File: config.mk
export PLATFORM = sky130hd
export DESIGN_NAME = sb_txn_scheduler
export DESIGN_NICKNAME = d
export VERILOG_FILES = /design/src/rtl/sb_pkg.sv /design/src/rtl/sb_at_timer.sv /design/src/rtl/sb_txn_scheduler.sv
export SDC_FILE = /design/constraint.sdc
export NUM_CORES = 1
export LEC_CHECK = 0
export CORE_MARGIN = 2
export CORE_UTILIZATION = 24
export CTS_CLUSTER_SIZE = 12
export DETAILED_ROUTE_END_ITERATION = 10
export PLACE_DENSITY_LB_ADDON = 0.3
export REMOVE_ABC_BUFFERS = 1
export SYNTH_ARGS = -nofsm -noshare
export SYNTH_HDL_FRONTEND = slang
export SYNTH_HIERARCHICAL = 1
export SYNTH_SLANG_ARGS = --single-unit
File: constraint.sdc
create_clock -name sb_clk -period 2.16 [get_ports sb_clk]
set_input_delay 0.216 -clock sb_clk [delete_from_list [all_inputs] [get_ports sb_clk]]
set_output_delay 0.216 -clock sb_clk [all_outputs]
set_load 0.1 [all_outputs]
File: src/rtl/sb_pkg.sv
// Shared definitions for the sideband transaction scheduler: tx_kind codes,
// FSM state encoding and the AT timeout/retry defaults.
package sb_pkg;

  localparam int unsigned AT_TIMEOUT_DEF = 1000;
  localparam int unsigned MAX_RETRY_DEF  = 3;

  localparam logic [1:0] KIND_LT     = 2'd0;
  localparam logic [1:0] KIND_AT_CMD = 2'd1;
  localparam logic [1:0] KIND_AT_RSP = 2'd2;

  localparam logic [1:0] ST_IDLE = 2'd0;
  localparam logic [1:0] ST_SEND = 2'd1;
  localparam logic [1:0] ST_GAP  = 2'd2;

endpackage

File: src/rtl/sb_at_timer.sv
// AT command response tracking: outstanding flag, response timer, retry counter
// and done/fail pulses. Retransmission is enabled by SB_SCHED_RETRY_EN.
module sb_at_timer
  import sb_pkg::*;
#(
  parameter int unsigned AT_TIMEOUT = AT_TIMEOUT_DEF,
  parameter int unsigned MAX_RETRY  = MAX_RETRY_DEF
) (
  input  logic clk_i,
  input  logic rst_ni,
  input  logic cmd_sent_i,
  input  logic rsp_rcvd_i,
  output logic at_pending_o,
  output logic retx_pend_o,
  output logic at_done_o,
  output logic at_fail_o
);

  localparam int unsigned TimerW = ($clog2(AT_TIMEOUT) > 0) ? $clog2(AT_TIMEOUT) : 1;
  localparam int unsigned RetryW = ($clog2(MAX_RETRY + 1) > 0) ? $clog2(MAX_RETRY + 1) : 1;
`ifdef SB_SCHED_RETRY_EN
  localparam bit RetryEn = 1'b1;
`else
  localparam bit RetryEn = 1'b0;
`endif

  logic [TimerW-1:0] timer_q, timer_d;
  logic [RetryW-1:0] retry_q, retry_d;
  logic              pending_q, pending_d;
  logic              retx_q, retx_d;
  logic              done_q, done_d;
  logic              fail_q, fail_d;
  logic              timeout;

  // The timer is frozen while a retransmit waits for or occupies the link.
  assign timeout = pending_q && !retx_q && (timer_q == TimerW'(AT_TIMEOUT - 1));

  always_comb begin
    timer_d   = timer_q;
    retry_d   = retry_q;
    pending_d = pending_q;
    retx_d    = retx_q;
    done_d    = 1'b0;
    fail_d    = 1'b0;
    if (pending_q && !retx_q) timer_d = timer_q + TimerW'(1);
    if (retx_q) timer_d = '0;
    if (rsp_rcvd_i && pending_q) begin
      pending_d = 1'b0;
      retry_d   = '0;
      retx_d    = 1'b0;
      timer_d   = '0;
      done_d    = 1'b1;
    end else if (timeout) begin
      timer_d = '0;
      if (RetryEn && (retry_q < RetryW'(MAX_RETRY))) begin
        retx_d  = 1'b1;
        retry_d = retry_q + RetryW'(1);
      end else begin
        fail_d    = 1'b1;
        pending_d = 1'b0;
        retry_d   = '0;
      end
    end
    if (cmd_sent_i) begin
      pending_d = 1'b1;
      timer_d   = '0;
      retx_d    = 1'b0;
    end
  end

  always_ff @(posedge clk_i or negedge rst_ni) begin
    if (!rst_ni) begin
      timer_q   <= '0;
      retry_q   <= '0;
      pending_q <= 1'b0;
      retx_q    <= 1'b0;
      done_q    <= 1'b0;
      fail_q    <= 1'b0;
    end else begin
      timer_q   <= timer_d;
      retry_q   <= retry_d;
      pending_q <= pending_d;
      retx_q    <= retx_d;
      done_q    <= done_d;
      fail_q    <= fail_d;
    end
  end

  assign at_pending_o = pending_q;
  assign retx_pend_o  = retx_q;
  assign at_done_o    = done_q;
  assign at_fail_o    = fail_q;

endmodule

File: src/rtl/sb_txn_scheduler.sv
// Sideband transaction scheduler: fixed-priority arbiter feeding a serializer,
// with AT command tracking. Define SB_SCHED_RETRY_EN to enable AT retransmission.
module sb_txn_scheduler
  import sb_pkg::*;
#(
  parameter int unsigned DATA_W     = 32,
  parameter int unsigned AT_TIMEOUT = AT_TIMEOUT_DEF,
  parameter int unsigned MAX_RETRY  = MAX_RETRY_DEF
) (
  input  logic              sb_clk,
  input  logic              rst,
  input  logic              lt_req,
  input  logic [DATA_W-1:0] lt_data,
  output logic              lt_ack,
  input  logic              at_rsp_req,
  input  logic [DATA_W-1:0] at_rsp_data,
  output logic              at_rsp_ack,
  input  logic              at_cmd_req,
  input  logic [DATA_W-1:0] at_cmd_data,
  output logic              at_cmd_ack,
  output logic              tx_valid,
  output logic [1:0]        tx_kind,
  output logic [DATA_W-1:0] tx_data,
  input  logic              tx_ready,
  input  logic              rsp_rcvd,
  output logic              at_done,
  output logic              at_fail,
  output logic              at_pending
);

  logic [1:0]        state_q, state_d;
  logic              tx_valid_q, tx_valid_d;
  logic [1:0]        tx_kind_q, tx_kind_d;
  logic [DATA_W-1:0] tx_data_q, tx_data_d;
  logic              lt_ack_q, lt_ack_d;
  logic              rsp_ack_q, rsp_ack_d;
  logic              cmd_ack_q, cmd_ack_d;
  logic [DATA_W-1:0] retx_data;
  logic              retx_pend;
  logic              cmd_sent;

  // Covers both first transmissions and retransmits of the AT command.
  assign cmd_sent = (state_q == ST_SEND) && tx_ready && (tx_kind_q == KIND_AT_CMD);

`ifdef SB_SCHED_RETRY_EN
  logic [DATA_W-1:0] retx_data_q;
  always_ff @(posedge sb_clk or negedge rst) begin
    if (!rst) retx_data_q <= '0;
    else if (cmd_sent) retx_data_q <= tx_data_q;
  end
  assign retx_data = retx_data_q;
`else
  assign retx_data = '0;
`endif

  always_comb begin
    state_d    = state_q;
    tx_valid_d = tx_valid_q;
    tx_kind_d  = tx_kind_q;
    tx_data_d  = tx_data_q;
    lt_ack_d   = 1'b0;
    rsp_ack_d  = 1'b0;
    cmd_ack_d  = 1'b0;
    case (state_q)
      ST_IDLE: begin
        if (lt_req) begin
          {state_d, tx_valid_d, tx_kind_d, tx_data_d} = {ST_SEND, 1'b1, KIND_LT, lt_data};
          lt_ack_d = 1'b1;
        end else if (at_rsp_req) begin
          {state_d, tx_valid_d, tx_kind_d, tx_data_d} = {ST_SEND, 1'b1, KIND_AT_RSP, at_rsp_data};
          rsp_ack_d = 1'b1;
        end else if (retx_pend) begin
          {state_d, tx_valid_d, tx_kind_d, tx_data_d} = {ST_SEND, 1'b1, KIND_AT_CMD, retx_data};
        end else if (at_cmd_req && !at_pending) begin
          {state_d, tx_valid_d, tx_kind_d, tx_data_d} = {ST_SEND, 1'b1, KIND_AT_CMD, at_cmd_data};
          cmd_ack_d = 1'b1;
        end
      end
      ST_SEND: begin
        if (tx_ready) begin
          tx_valid_d = 1'b0;
          state_d    = ST_GAP;
        end
      end
      ST_GAP:  state_d = ST_IDLE;
      default: state_d = ST_IDLE;
    endcase
  end

  always_ff @(posedge sb_clk or negedge rst) begin
    if (!rst) begin
      state_q    <= ST_IDLE;
      tx_valid_q <= 1'b0;
      tx_kind_q  <= 2'd0;
      tx_data_q  <= '0;
      lt_ack_q   <= 1'b0;
      rsp_ack_q  <= 1'b0;
      cmd_ack_q  <= 1'b0;
    end else begin
      state_q    <= state_d;
      tx_valid_q <= tx_valid_d;
      tx_kind_q  <= tx_kind_d;
      tx_data_q  <= tx_data_d;
      lt_ack_q   <= lt_ack_d;
      rsp_ack_q  <= rsp_ack_d;
      cmd_ack_q  <= cmd_ack_d;
    end
  end

  sb_at_timer #(
    .AT_TIMEOUT(AT_TIMEOUT),
    .MAX_RETRY (MAX_RETRY)
  ) u_at_timer (
    .clk_i       (sb_clk),
    .rst_ni      (rst),
    .cmd_sent_i  (cmd_sent),
    .rsp_rcvd_i  (rsp_rcvd),
    .at_pending_o(at_pending),
    .retx_pend_o (retx_pend),
    .at_done_o   (at_done),
    .at_fail_o   (at_fail)
  );

  assign tx_valid   = tx_valid_q;
  assign tx_kind    = tx_kind_q;
  assign tx_data    = tx_data_q;
  assign lt_ack     = lt_ack_q;
  assign at_rsp_ack = rsp_ack_q;
  assign at_cmd_ack = cmd_ack_q;

endmodule

==> metrics.txt <==
largest family of logic cells by synthesized area simple AND/OR/NAND/NOR gates; Vias/cell 4.455; Post-synth EDFFs 0; root buf cell clkbuf_16; DRC 0; register-to-register setup slack 0.34 ns; cell types with the highest counts after synthesis 64 x a21oi_1, 53 x dfrtp_1, 32 x nor2b_1, 32 x or3b_2, 28 x mux2_4; post-synthesis mux area share 15.17%; share of the synthesized area in the top cell type 42.21%; Post-Synth Simple-Gate Area 22.54%; ys flop type dfrtp_1; CP Max Fanout 6; Top Ports 144; ranking of synthesized cells by area dfrtp_1 42%, mux2_4 13%, a21oi_1 10%; clk sink count 53; Post-CTS Setup Repair Bufs 0; gate count of the mapped netlist 302; max_cap viols 0; Final Util 37.12%; top-count cell post-synth a21oi_1; Layout Area Growth over Synthesis 50.30%; hold buffer count at cts 0; overall routed net length 8946 um; GRT overflow 0; final period utilization 84.08%; cell area after synthesis 3142 um^2; Die ar. 14020 um^2; CTS tree yes; layout cell share with drive strength beyond 1 29.43%; status finished, final reports clean; largest net degree at the start of global routing 68; Die Y 118.4 um; clock slew at reported path FFs 0.08 ns; Worst EP required 2.35 ns; Vias 2704; Initial Util 24.70%; PD cells 1333 nW/um^2; All-Layer GR Usage 12.49%; row count 41; worst min-delay path class input pin to asynchronous set/reset pin; Routed WL per cell 14.74 um; clk_skew 0.005753 ns; actual slew at the worst max-slew pin 0.7148 ns; critical path class flip-flop to flip-flop; drt pass-1 iters 4; CP startpoint kind flip-flop; Final ANT Viol Nets 0; Synth Area in XOR/XNOR 1.673%; critical path capture point type flip-flop; worst r2r path cells 5; Layout Nets 538; hpwl dp 6226 um; Lkg Pwr 1.993 nW; cell taking the most area after synthesis dfrtp_1; first-pass GRT wire length 14240 um; Die X-Extent 118.4 um; Fmax 0.5506 GHz; worst relative slew slack 52.35%; Synth Area in Compound Gates 13.26%; Min Clock Period, post-route 1.816 ns; Area after DPL 4572 um^2; Syn Area/Cell 10.40 um^2; Post-Synth Adder-Cell Area 0.3982%; Num CTS Buffers 5; peak supply drop 0.0004561 V; worst-case clock buffer depth 2; Post-synth ARST share 100.0%; register area share after synthesis 42.21%; Antenna Cells 0; cts repair resizes 0; Max Slew Vio Count 0; RSZ-0062 raised after global routing false; Setup-failing EPs final 0; Core ar. 12720 um^2; CTS H-tree lvls 2; Yosys reg bits 53; Hold Violations, Final 0; Yosys warnings 6; vias in the first global route 2789; initial antenna violation count 0; routability cong. 0.7711; IO buf count 143; Yosys cell types 46; worst skew pair latency 0.29 ns; Worst EP arrival 2.00 ns; fin area 4722 um^2; DRT iter0 DRCs 54
==> layout make-up <==
type	count	area, um^2
flip-flops and latches	53	1326
multi-input cells	224	1672
fillers	1326	8000
inverters	2	7.507
well taps	172	215.2
clock inverters	3	25.02
repair buffers	148	1351
clock buffers	5	125.1
==> final timing paths <==
kind                                  startpoint               endpoint
setup / recovery           u_at_timer/timer_q[0]  u_at_timer/timer_q[7]
hold reg to reg                       state_q[1]             state_q[0]
hold / removal                               rst  u_at_timer/timer_q[1]
min in group sb_clk                       lt_req             at_cmd_ack
setup reg to reg           u_at_timer/timer_q[0]  u_at_timer/timer_q[7]
max in group asynchronous                    rst            tx_data[19]
==> sequential cells by signal (all words and copies together), names as in the netlist <==
name                     count
at_cmd_ack                   1
at_rsp_ack                   1
lt_ack                       1
state_q                      2
tx_data                     32
tx_kind                      2
tx_valid                     1
u_at_timer/at_done_o         1
u_at_timer/at_fail_o         1
u_at_timer/at_pending_o      1
u_at_timer/timer_q          10
==> critical path, stage by stage, from the launching register on <==
cell and delay, ns:
dfrtp_1 0.39, ha_1 0.22, nand4b_1 0.10, or4b_1 0.58, and2_1 0.20, a22o_1 0.21
==> cell families (layout without fill, tap and decap cells) <==
| logic type | after synthesis | count (layout) |
|---|---|---|
| flip-flops | 53 | 53 |
| adder cells (fa/ha/maj) | 1 | 1 |
| XOR/XNOR | 6 | 6 |
| buffers and inverters | 25 | 158 |
| AO/OA/AOI/OAI | 76 | 76 |
| AND/OR/NAND/NOR | 107 | 107 |
| multiplexers | 33 | 33 |
| other | 1 | 1 |
==> metrics by stage <==
stage	TNS, ns	setup WS (ns)	hold slack [ns]	std cells	total power [mW]
6_report	0	0.3439	0.03894	607	6.294
4_1_cts	0	0.3513	0.08573	607	6.376
3_5_place_dp	0	0.3127	0.4179	599	5.496
2_1_floorplan	-22.35	-0.7183	-0.07959	279	4.536
3_3_place_gp	0	0.3107	0.3943	599	5.461
5_1_grt	0	0.2608	0.1128	607	6.547
==> cells in the final DEF (no fill, tap or decap), drive strengths merged, types with 2 or more instances in the layout <==
| cell type | instances |
|---|---|
| nor2 | 14 |
| nor2b | 32 |
| and2 | 3 |
| o21ai | 2 |
| and3 | 2 |
| buf | 49 |
| nand2 | 8 |
| mux2 | 33 |
| nand3 | 3 |
| a22o | 2 |
| clkbuf | 5 |
| or3b | 32 |
| dfrtp | 53 |
| a21oi | 64 |
| or3 | 2 |
| xor2 | 3 |
| nor3 | 2 |
| inv | 4 |
| clkdlybuf4s50 | 99 |
| xnor2 | 3 |
==> per-layer routing <==
layer / wire [um] / track usage, % / vias to the layer above
met4: 74 / 2.679 / 0
met2: 4435 / 22.58 / 83
met5: 0 / 0 / -
li1: - / - / 1324
met1: 3918 / 14.87 / 1291
met3: 518 / 3.185 / 6
==> power breakdown <==
group	switching, mW	internal (mW)
sequential	0.216	1.33
clock	0.395	0.439
combinational	2.84	1.08
Power figures use the tool's default switching activity.
